$ cat src/rtl/coeff_spi_loader_pkg.sv
// Shared types and constants for the biquad coefficient SPI loader.
// A coefficient bank holds one complete Q2.14 biquad set.
package coeff_pkg;

  typedef logic signed [15:0] coeff_t;

  typedef struct packed {
    coeff_t b0;
    coeff_t b1;
    coeff_t b2;
    coeff_t a1;
    coeff_t a2;
  } coeff_bank_t;

  localparam logic [7:0] CMD_LOAD    = 8'h01;
  localparam int         FRAME_BITS  = 88;
  localparam coeff_t     COEFF_UNITY = 16'sh4000;
  localparam coeff_t     RESET_B0    = COEFF_UNITY;

  // One past a full frame, so over-long frames stay distinguishable from exact ones
  localparam logic [6:0] COUNT_SAT   = 7'd89;

  typedef enum logic [1:0] {
    ST_IDLE,
    ST_RECV,
    ST_COMMIT,
    ST_ERROR
  } state_t;

  function automatic coeff_bank_t reset_bank();
    coeff_bank_t bank;
    bank.b0 = RESET_B0;
    bank.b1 = '0;
    bank.b2 = '0;
    bank.a1 = '0;
    bank.a2 = '0;
    return bank;
  endfunction

  // Header occupies [87:80]; b0 follows immediately, a2 is the last word shifted in
  function automatic coeff_bank_t unpack_frame(input logic [FRAME_BITS-1:0] frame);
    coeff_bank_t bank;
    bank.b0 = frame[79:64];
    bank.b1 = frame[63:48];
    bank.b2 = frame[47:32];
    bank.a1 = frame[31:16];
    bank.a2 = frame[15:0];
    return bank;
  endfunction

endpackage

$ cat src/rtl/spi_sync_edge.sv
// Two-flop synchronizer for one asynchronous SPI pin, with rise/fall detection
// on the synchronized level.
module spi_sync_edge (
  input  logic clk,
  input  logic reset,
  input  logic din,
  output logic level,
  output logic rise,
  output logic fall
);

  logic meta;
  logic sync;
  logic prev;

  // Resetting to 0 means a chip select already low at reset release is never
  // mistaken for a fresh falling edge.
  always_ff @(posedge clk or posedge reset) begin
    if (reset) begin
      meta <= 1'b0;
      sync <= 1'b0;
      prev <= 1'b0;
    end else begin
      meta <= din;
      sync <= meta;
      prev <= sync;
    end
  end

  assign level = sync;
  assign rise  = sync & ~prev;
  assign fall  = ~sync & prev;

endmodule

$ cat src/rtl/coeff_spi_loader.sv
// SPI target that receives biquad coefficient frames into a pending bank and
// swaps them into the active outputs only on an audio sample boundary.
module coeff_spi_loader
  import coeff_pkg::*;
(
  input  logic               clk,
  input  logic               reset,
  input  logic               sck,
  input  logic               sdi,
  input  logic               cs_n,
  input  logic               sample_strobe,
  output logic signed [15:0] b0,
  output logic signed [15:0] b1,
  output logic signed [15:0] b2,
  output logic signed [15:0] a1,
  output logic signed [15:0] a2,
  output logic               coeffs_valid,
  output logic               update_pulse,
  output logic               frame_error
);

  logic sck_level, sck_rise, sck_fall;
  logic sdi_level, sdi_rise, sdi_fall;
  logic cs_level, cs_rise, cs_fall;
  logic unused_sync;

  spi_sync_edge u_sync_sck (
    .clk   (clk),
    .reset (reset),
    .din   (sck),
    .level (sck_level),
    .rise  (sck_rise),
    .fall  (sck_fall)
  );

  spi_sync_edge u_sync_sdi (
    .clk   (clk),
    .reset (reset),
    .din   (sdi),
    .level (sdi_level),
    .rise  (sdi_rise),
    .fall  (sdi_fall)
  );

  spi_sync_edge u_sync_cs (
    .clk   (clk),
    .reset (reset),
    .din   (cs_n),
    .level (cs_level),
    .rise  (cs_rise),
    .fall  (cs_fall)
  );

  assign unused_sync = ^{sck_level, sck_fall, sdi_rise, sdi_fall};

  state_t                  state;
  logic [6:0]              bit_count;
  logic [FRAME_BITS-1:0]   shift_reg;
  coeff_bank_t             pending_bank;
  logic                    pending;
  coeff_bank_t             active_bank;
  logic                    apply;

  // Strobe uses the pending flag as it stood this cycle, so a same-cycle commit waits
  assign apply = sample_strobe & pending;

  always_ff @(posedge clk or posedge reset) begin
    if (reset) begin
      state        <= ST_IDLE;
      bit_count    <= '0;
      shift_reg    <= '0;
      pending_bank <= reset_bank();
      pending      <= 1'b0;
      frame_error  <= 1'b0;
    end else begin
      frame_error <= 1'b0;
      if (apply) begin
        pending <= 1'b0;
      end
      case (state)
        ST_IDLE: begin
          if (cs_fall) begin
            bit_count <= '0;
            shift_reg <= '0;
            state     <= ST_RECV;
          end
        end
        ST_RECV: begin
          if (cs_rise) begin
            if (bit_count == 7'(FRAME_BITS) &&
                shift_reg[FRAME_BITS-1 -: 8] == CMD_LOAD) begin
              state <= ST_COMMIT;
            end else begin
              state <= ST_ERROR;
            end
          end else if (sck_rise && !cs_level) begin
            shift_reg <= {shift_reg[FRAME_BITS-2:0], sdi_level};
            if (bit_count != COUNT_SAT) begin
              bit_count <= bit_count + 7'd1;
            end
          end
        end
        ST_COMMIT: begin
          pending_bank <= unpack_frame(shift_reg);
          pending      <= 1'b1;
          state        <= ST_IDLE;
        end
        ST_ERROR: begin
          frame_error <= 1'b1;
          state       <= ST_IDLE;
        end
        default: begin
          state <= ST_IDLE;
        end
      endcase
    end
  end

  // The active bank only ever changes as a whole, at a sample boundary
  always_ff @(posedge clk or posedge reset) begin
    if (reset) begin
      active_bank  <= reset_bank();
      coeffs_valid <= 1'b0;
      update_pulse <= 1'b0;
    end else begin
      update_pulse <= apply;
      if (apply) begin
        active_bank  <= pending_bank;
        coeffs_valid <= 1'b1;
      end
    end
  end

  assign b0 = active_bank.b0;
  assign b1 = active_bank.b1;
  assign b2 = active_bank.b2;
  assign a1 = active_bank.a1;
  assign a2 = active_bank.a2;

endmodule

$ cat config.mk
export PLATFORM = sky130hd
export DESIGN_NAME = coeff_spi_loader
export DESIGN_NICKNAME = d
export VERILOG_FILES = /design/src/rtl/coeff_spi_loader_pkg.sv /design/src/rtl/spi_sync_edge.sv /design/src/rtl/coeff_spi_loader.sv
export SDC_FILE = /design/constraint.sdc
export NUM_CORES = 1
export LEC_CHECK = 0
export CAP_MARGIN = 20
export CORE_MARGIN = 5
export CORE_UTILIZATION = 57
export DETAILED_ROUTE_END_ITERATION = 8
export MAX_ROUTING_LAYER = met4
export PLACE_DENSITY = 0.79
export SLEW_MARGIN = 20
export SYNTH_ARGS = -nofsm -noshare
export SYNTH_HDL_FRONTEND = slang
export SYNTH_SLANG_ARGS = --single-unit
$ cat constraint.sdc
create_clock -name clk -period 11.9 [get_ports clk]
set_input_delay 3.57 -clock clk [delete_from_list [all_inputs] [get_ports clk]]
set_output_delay 3.57 -clock clk [all_outputs]
set_load 0.03 [all_outputs]
-- Yosys cells after proc, flatten, opt, wreduce, memory -nomap -nowiden
Cells that the tools add are included.
- $add $sub $neg: 1
- equal/unequal tests: 11
- multiplexer cells: 16
- bitwise operators: 7
- reduce and logical (&&, ||, !) cells: 10
- operators with widths (operator ; count):
    88-bit 2-to-1 mux ; 3
    88-bit case mux with 2 select lines ; 1
    7-bit 2-to-1 mux ; 4
    7-bit case mux with 2 select lines ; 1
    2-bit != test, second input constant ; 5
    8-bit by 1-bit == test with 1-bit output, second input constant ; 1
    7-bit by 1-bit adder with 7-bit output, second input constant ; 1
    7-bit == test, second input constant ; 1
    7-bit != test, second input constant ; 1
    2-bit case mux with 3 select lines ; 1
    5-bit AND reduction ; 1
    1-bit bitwise AND ; 4
    2-bit == test, second input constant ; 2
    1-bit 2-to-1 mux ; 4
    2-bit 2-to-1 mux ; 2
    4-bit AND reduction ; 1
    2-bit nonzero test ; 2
    1-bit NOT ; 3
    2-bit by 1-bit == test with 1-bit output, second input constant ; 1
    1-bit logical AND ; 2
    2-bit zero test ; 1
    2-bit AND reduction ; 1
    2-bit OR reduction ; 1
    1-bit zero test ; 1
- register bits after elaboration: 269
- output and inout port bits: 83
- logic and storage cells: 70

-- Longest topological paths before layout
Gate-level depths: netlist (run 1).
- word-level depth: 6
- gate-level depth with buffers: 8
- gate-level depth less buffers: 6

-- Modules after synthesis
From an unflattened synthesis (run 1), not the netlist that was laid out.
- cell total of the unflattened synthesis: 806
- area, all modules: 10324.9 um^2
- by module, submodules not included (module ; instances ; cells each ; area an instance (um^2) ; sequential area each (um^2)):
    coeff_spi_loader ; 1 ; 788 ; 10043.4 ; 6533.8
    spi_sync_edge ; 3 ; 6 ; 93.8 ; 75.1

-- Worst setup path after synthesis (run 1)
No wires, ideal clock.
- path kind: input to register
- start: in sample_strobe
- end: reg active_bank, in the netlist a1[0]
- setup time: 125 ps
- data arrival time: 4616 ps
- data required time: 11775 ps
- path slack: 7159 ps
- cell stages on the path: 4
- buffers on the path: 2
- path through: nand2_1 > buf_1 > buf_2 > mux2_2
- longest elaborated chain between the ends: 1
- RTL lines (element ; line ; RTL):
    from (decl) ; coeff_spi_loader.sv:11 ; input logic sample_strobe,
    1-bit bitwise AND ; coeff_spi_loader.sv:65 ; assign apply = sample_strobe & pending;
    to (signal assigned) ; coeff_spi_loader.sv:122 ; active_bank <= reset_bank();
    to (signal assigned) ; coeff_spi_loader.sv:128 ; active_bank <= pending_bank;
    to (decl) ; coeff_spi_loader.sv:61 ; coeff_bank_t active_bank;
No other way between the ends.
A chain may end at the register's enable or synchronous reset.

-- Worst setup path after layout (run 1)
- start: reg active_bank, in the netlist b0[14]
- end: out b0[14]
- RTL lines (element ; line ; RTL):
    to (decl) ; coeff_spi_loader.sv:12 ; output logic signed [15:0] b0,
No word-level cell between the ends.

==> results of run 1 <==
## worst reg2reg max path, delay by kind of cell (launching register included)
kind,cells,cell delay (ps)
compound gates,2,730
buf+inv,1,670
flops,1,540
simple gates,2,360
## worst max-delay path by stage
stage | to | depth (start not counted) | start | slack (ps)
after floorplan | a1[0] | 1 | reset | 920
after global placement | b1[9] | 3 | reset | 6180
after detailed placement | b1[14] | 3 | reset | 6190
after CTS | b0[14] | 1 | b0[14] | 6570
after global routing | b0[14] | 1 | b0[14] | 6550
final | b0[14] | 1 | b0[14] | 6580
## power by group
group / switching, mW / internal, mW
Sequential: 0.0201 / 0.936
Clock: 0.340 / 0.549
Combinational: 0.0971 / 0.0437
## layer usage
metal / up-vias / wire (µm) / global-route usage
li1: 2863 / - / -
met1: 3053 / 8040 / 0.245
met2: 95 / 8570 / 0.292
met3: 34 / 586 / 0.0265
met4: 0 / 374 / 0.0491
met5: - / 0 / -
## cell families (layout without fill, tap and decap cells)
family                     Yosys count  count (layout)  share of synthesized area
AOI/OAI and AO/OA                  105             105                     0.0540
adders and majority gates            3               3                    0.00366
buffers and inverters               55             149                     0.0244
DFF                                269             269                      0.656
muxes                              161             161                      0.177
and+or+nand+nor                    212             212                     0.0853
## through the flow
step           setup WS [ps]  cells  hold slack [ps]  utilization
6_report                6580   1128              348        0.687
2_1_floorplan            923    805              331            -
3_3_place_gp            6180   1078              334        0.632
4_1_cts                 6570   1128              350        0.686
5_1_grt                 6550   1128              355        0.687
3_5_place_dp            6190   1078              337        0.632
## cell usage in the layout, fill, tap and decap left out, drive strengths merged, types with 2 or more instances in the layout
cell type,n
nor2b,2
bufinv,3
nand2b,4
nor3,2
o31ai,2
clkinv,4
mux2,160
dfrtp,267
clkdlybuf4s50,88
a21oi,2
dfstp,2
nand3,4
o21ai,93
nor4,2
inv,7
ha,3
clkbuf,41
and2,2
nor2,6
nand2,181
buf,5
nand3b,3
## cell type report
cell class,instances,area share
sequential,269,0.549
multi-input combinational,481,0.270
timing repair buffer,93,0.0759
clock buffer,41,0.0684
tap,229,0.0234
clock inverter,9,0.0103
inverter,6,0.00245
==> impl_metrics.toml, run 1 <==
[setup_path]
path_class = "flip-flop to output port"
critical_path_buf_inv_count = 1
r2r_setup_slack_ps = 9520
cp_top_family = "buffers and inverters"
required_ps = 8330
crit_chain = "clkdlybuf4s50_1"
cp_slowest_cell = "clkdlybuf4s50_1"
regToRegStartpoint = "state[0]"
worstPathArrival_ps = 1750
end_kind = "output port"
path_max_fanout = 2
reg2reg_to = "bit_count[6]"
max_stage_delay_ps = 670
reg2reg_depth = 5
critPathLaunchType = "flip-flop"

[global_routing]
grt_antenna_before_repair = 0
grt_pass1_wl_um = 30200
grt_start_max_net_pins = 145
overflow = 0
grt.total_usage = 0.181
grt_pass1_vias = 6120

[clocking]
htree_num_levels = 1
insertion_delay_ps = 530
hold_buffers = 0
clock_path_buffers = 3
cts-buffers-inserted = 27
tritoncts = "done"
cts_resized = 0
post_cts_buffers = 0
cts_sinks = 269
root_buffer = "clkbuf_16"
path_clk_slew_ps = 60

[route]
antenna_left = 0
routed_via_density = 5.36
wl_per_cell_um = 15.6
drt_iter0_markers = 426
num_vias = 6045
drt_wl_total_um = 17600
firstDrtPassIters = 4
drc_errors = 0

[power_and_ir_drop]
leakage_nw = 5.78
ir_drop_v = 0.000109
power_mw = 1.99
power_density_nw_per_um2 = 162

[floorplanning]
die_area_um2 = 20800
core_area_um2 = 17800
ioPinCount = 89
die_w_um = 144
start_util = 0.575
die_h_um = 144
core.rowCount = 49

[timing]
tns_ps = 0
fin_crit_ps = 5320
clock_skew_ps = 8.41
rsz0062_at_grt = "false"
finalHoldViolCount = 0
setup_viol = 0
drv_slew = 0
tightest_slew_ps = 1100
max_slew_margin = 0.264
max_freq_mhz = 188
timing.final.crit_share = 0.447

[logic_synthesis]
ys_ff_latch = 269
synth_commonest_cells = "267 x dfrtp_1, 181 x nand2_1, 160 x mux2_2"
yosysTopAreaCell = "dfrtp_1"
synth_top_area_frac = 0.651
synth_most_common_cell = "dfrtp_1"
yosys-top-cells-area = "dfrtp_1 65%, mux2_2 18%, nand2_1 6.6%"
synth_enable_flop_cells = 0
synth_area_um2 = 10300
async_flop_share = 1.00
yosysWarningCount = 0
syn_avg_cell_area_um2 = 12.7
ys_types = 38
synth-main-ff-cell = "dfrtp_1"
syn-num-nets = 814
seq_area_frac_synth = 0.656
synthCells = 805

[place]
hpwlAfterDp_um = 9800
gp_congestion = 0.718
place_area_um2 = 11300
port_buffers = 88

[cells_and_area]
regArea_um2 = 6730
largest_reg_flops = 88
final_nets = 887
design_area_um2 = 12300
multi_input_area_um2 = 3310
layout-drive-gt1-share = 0.247
num_antenna_cells = 0
area_growth_pct = 19.4
nFillCells = 1287

[min_path]
hold_end = "u_sync_cs.level"
hp-start = "u_sync_cs.meta"
worst_hold_path_type = "flip-flop to flip-flop"
hold_depth = 0

[outcome]
status = "finished clean"

[job]
cap_violations = 0
Power figures use the tool's default switching activity.
==> inputs of run 2 (changes only) <==
==> constraint.sdc (replaced) <==
create_clock -name clk -period 5.5 [get_ports clk]
set_input_delay 1.65 -clock clk [delete_from_list [all_inputs] [get_ports clk]]
set_output_delay 1.65 -clock clk [all_outputs]
set_load 0.03 [all_outputs]
==> impl_metrics.toml, run 2 (synthesis results as in run 1) <==
[outcome]
status = "finished clean"

[setup_path]
regToRegStartpoint = "state[1]"
crit_chain = "clkdlybuf4s50_1"
critPathLaunchType = "flip-flop"
worstPathArrival_ps = 1730
path_max_fanout = 2
end_kind = "output port"
path_class = "flip-flop to output port"
required_ps = 3850
r2r_setup_slack_ps = 2770
max_stage_delay_ps = 680
reg2reg_depth = 3
cp_slowest_cell = "clkdlybuf4s50_1"
cp_top_family = "buffers and inverters"
critical_path_buf_inv_count = 1
reg2reg_to = "pending_bank[1]"

[floorplanning]
core.rowCount = 49
ioPinCount = 89
die_w_um = 144
core_area_um2 = 17800
die_area_um2 = 20800
start_util = 0.575
die_h_um = 144

[global_routing]
grt_pass1_wl_um = 30600
overflow = 0
grt_pass1_vias = 6200
grt_start_max_net_pins = 167
grt.total_usage = 0.183
grt_antenna_before_repair = 0

[clocking]
root_buffer = "clkbuf_16"
cts-buffers-inserted = 26
hold_buffers = 0
post_cts_buffers = 0
insertion_delay_ps = 510
clock_path_buffers = 3
cts_sinks = 269
tritoncts = "done"
path_clk_slew_ps = 60
htree_num_levels = 1
cts_resized = 0

[min_path]
hp-start = "u_sync_cs.meta"
hold_depth = 0
worst_hold_path_type = "flip-flop to flip-flop"
hold_end = "u_sync_cs.level"

[place]
gp_congestion = 0.808
place_area_um2 = 11300
hpwlAfterDp_um = 10300
port_buffers = 88

[timing]
fin_crit_ps = 3380
rsz0062_at_grt = "false"
drv_slew = 0
setup_viol = 0
finalHoldViolCount = 0
tns_ps = 0
timing.final.crit_share = 0.614
clock_skew_ps = 7.36
max_freq_mhz = 296
tightest_slew_ps = 1040
max_slew_margin = 0.305

[power_and_ir_drop]
power_density_nw_per_um2 = 339
ir_drop_v = 0.000268
leakage_nw = 5.74

[route]
routed_via_density = 5.28
wl_per_cell_um = 15.7
firstDrtPassIters = 4
drt_iter0_markers = 385
drc_errors = 0
num_vias = 5951
drt_wl_total_um = 17700
antenna_left = 0

[cells_and_area]
nFillCells = 1259
largest_reg_flops = 88
design_area_um2 = 12200
multi_input_area_um2 = 3310
area_growth_pct = 18.6
final_cell_mix = "267 x dfrtp_1, 180 x nand2_1, 160 x mux2_2, 93 x o21ai_0, 88 x clkdlybuf4s50_1"
num_antenna_cells = 0
regArea_um2 = 6730
layout_commonest_cell = "dfrtp_1"
layout-drive-gt1-share = 0.242
final_nets = 887

[job]
cap_violations = 0
## run 2: cell count changes in the layout (fill, tap and decap cells not counted), sizes merged
cell and delta:
clkbuf +1, clkinv +1, buf +1, inv -2
bufinv -2
## run 2: per-layer routing
| layer | track usage | wire length (µm) | vias to the layer above |
|---|---|---|---|
| met2 | 0.297 | 8630 | 100 |
| li1 | - | - | 2858 |
| met3 | 0.0255 | 665 | 20 |
| met5 | - | 0 | - |
| met1 | 0.253 | 8150 | 2973 |
| met4 | 0.0407 | 233 | 0 |
## run 2: final cells by class
| type | instances | area share |
|---|---|---|
| multi-input cells | 481 | 0.272 |
| repair buffers | 94 | 0.0781 |
| flip-flops and latches | 269 | 0.553 |
| clock buffers | 42 | 0.0667 |
| inverters | 6 | 0.00216 |
| clock inverters | 6 | 0.00452 |
| well taps | 229 | 0.0235 |
## run 2: worst register-to-register path: stages, from the launching register on
cell	delay (ps)
dfrtp_1	590
nor2b_4	870
buf_4	680
mux2_2	480
## run 2: through the flow
step	total power [mW]	hold WS, ps	setup slack [ps]	util	cells
after CTS	4.18	352	2090	0.682	1127
final	4.13	351	2120	0.682	1127
after global placement	2.41	332	1810	0.634	1079
after floorplan	2.33	331	298	-	805
after detailed placement	2.41	338	1780	0.634	1079
after global routing	4.30	357	2080	0.682	1127
## run 2: worst max path at each step
stage | depth (start not counted) | endpoint | from
floorplan | 1 | a1[0] | reset
global placement | 4 | b2[1] | sample_strobe
detailed placement | 4 | b2[3] | sample_strobe
finish | 1 | b0[14] | b0[14]
global route | 1 | b0[14] | b0[14]
CTS | 1 | b0[14] | b0[14]
## run 2: power by group
| group | switching, mW | internal [mW] | total [mW] | leakage [nW] |
|---|---|---|---|---|
| logic | 0.209 | 0.0954 | 0.304 | 1.59 |
| clock network | 0.705 | 1.05 | 1.76 | 0.432 |
| registers | 0.0446 | 2.03 | 2.07 | 3.72 |
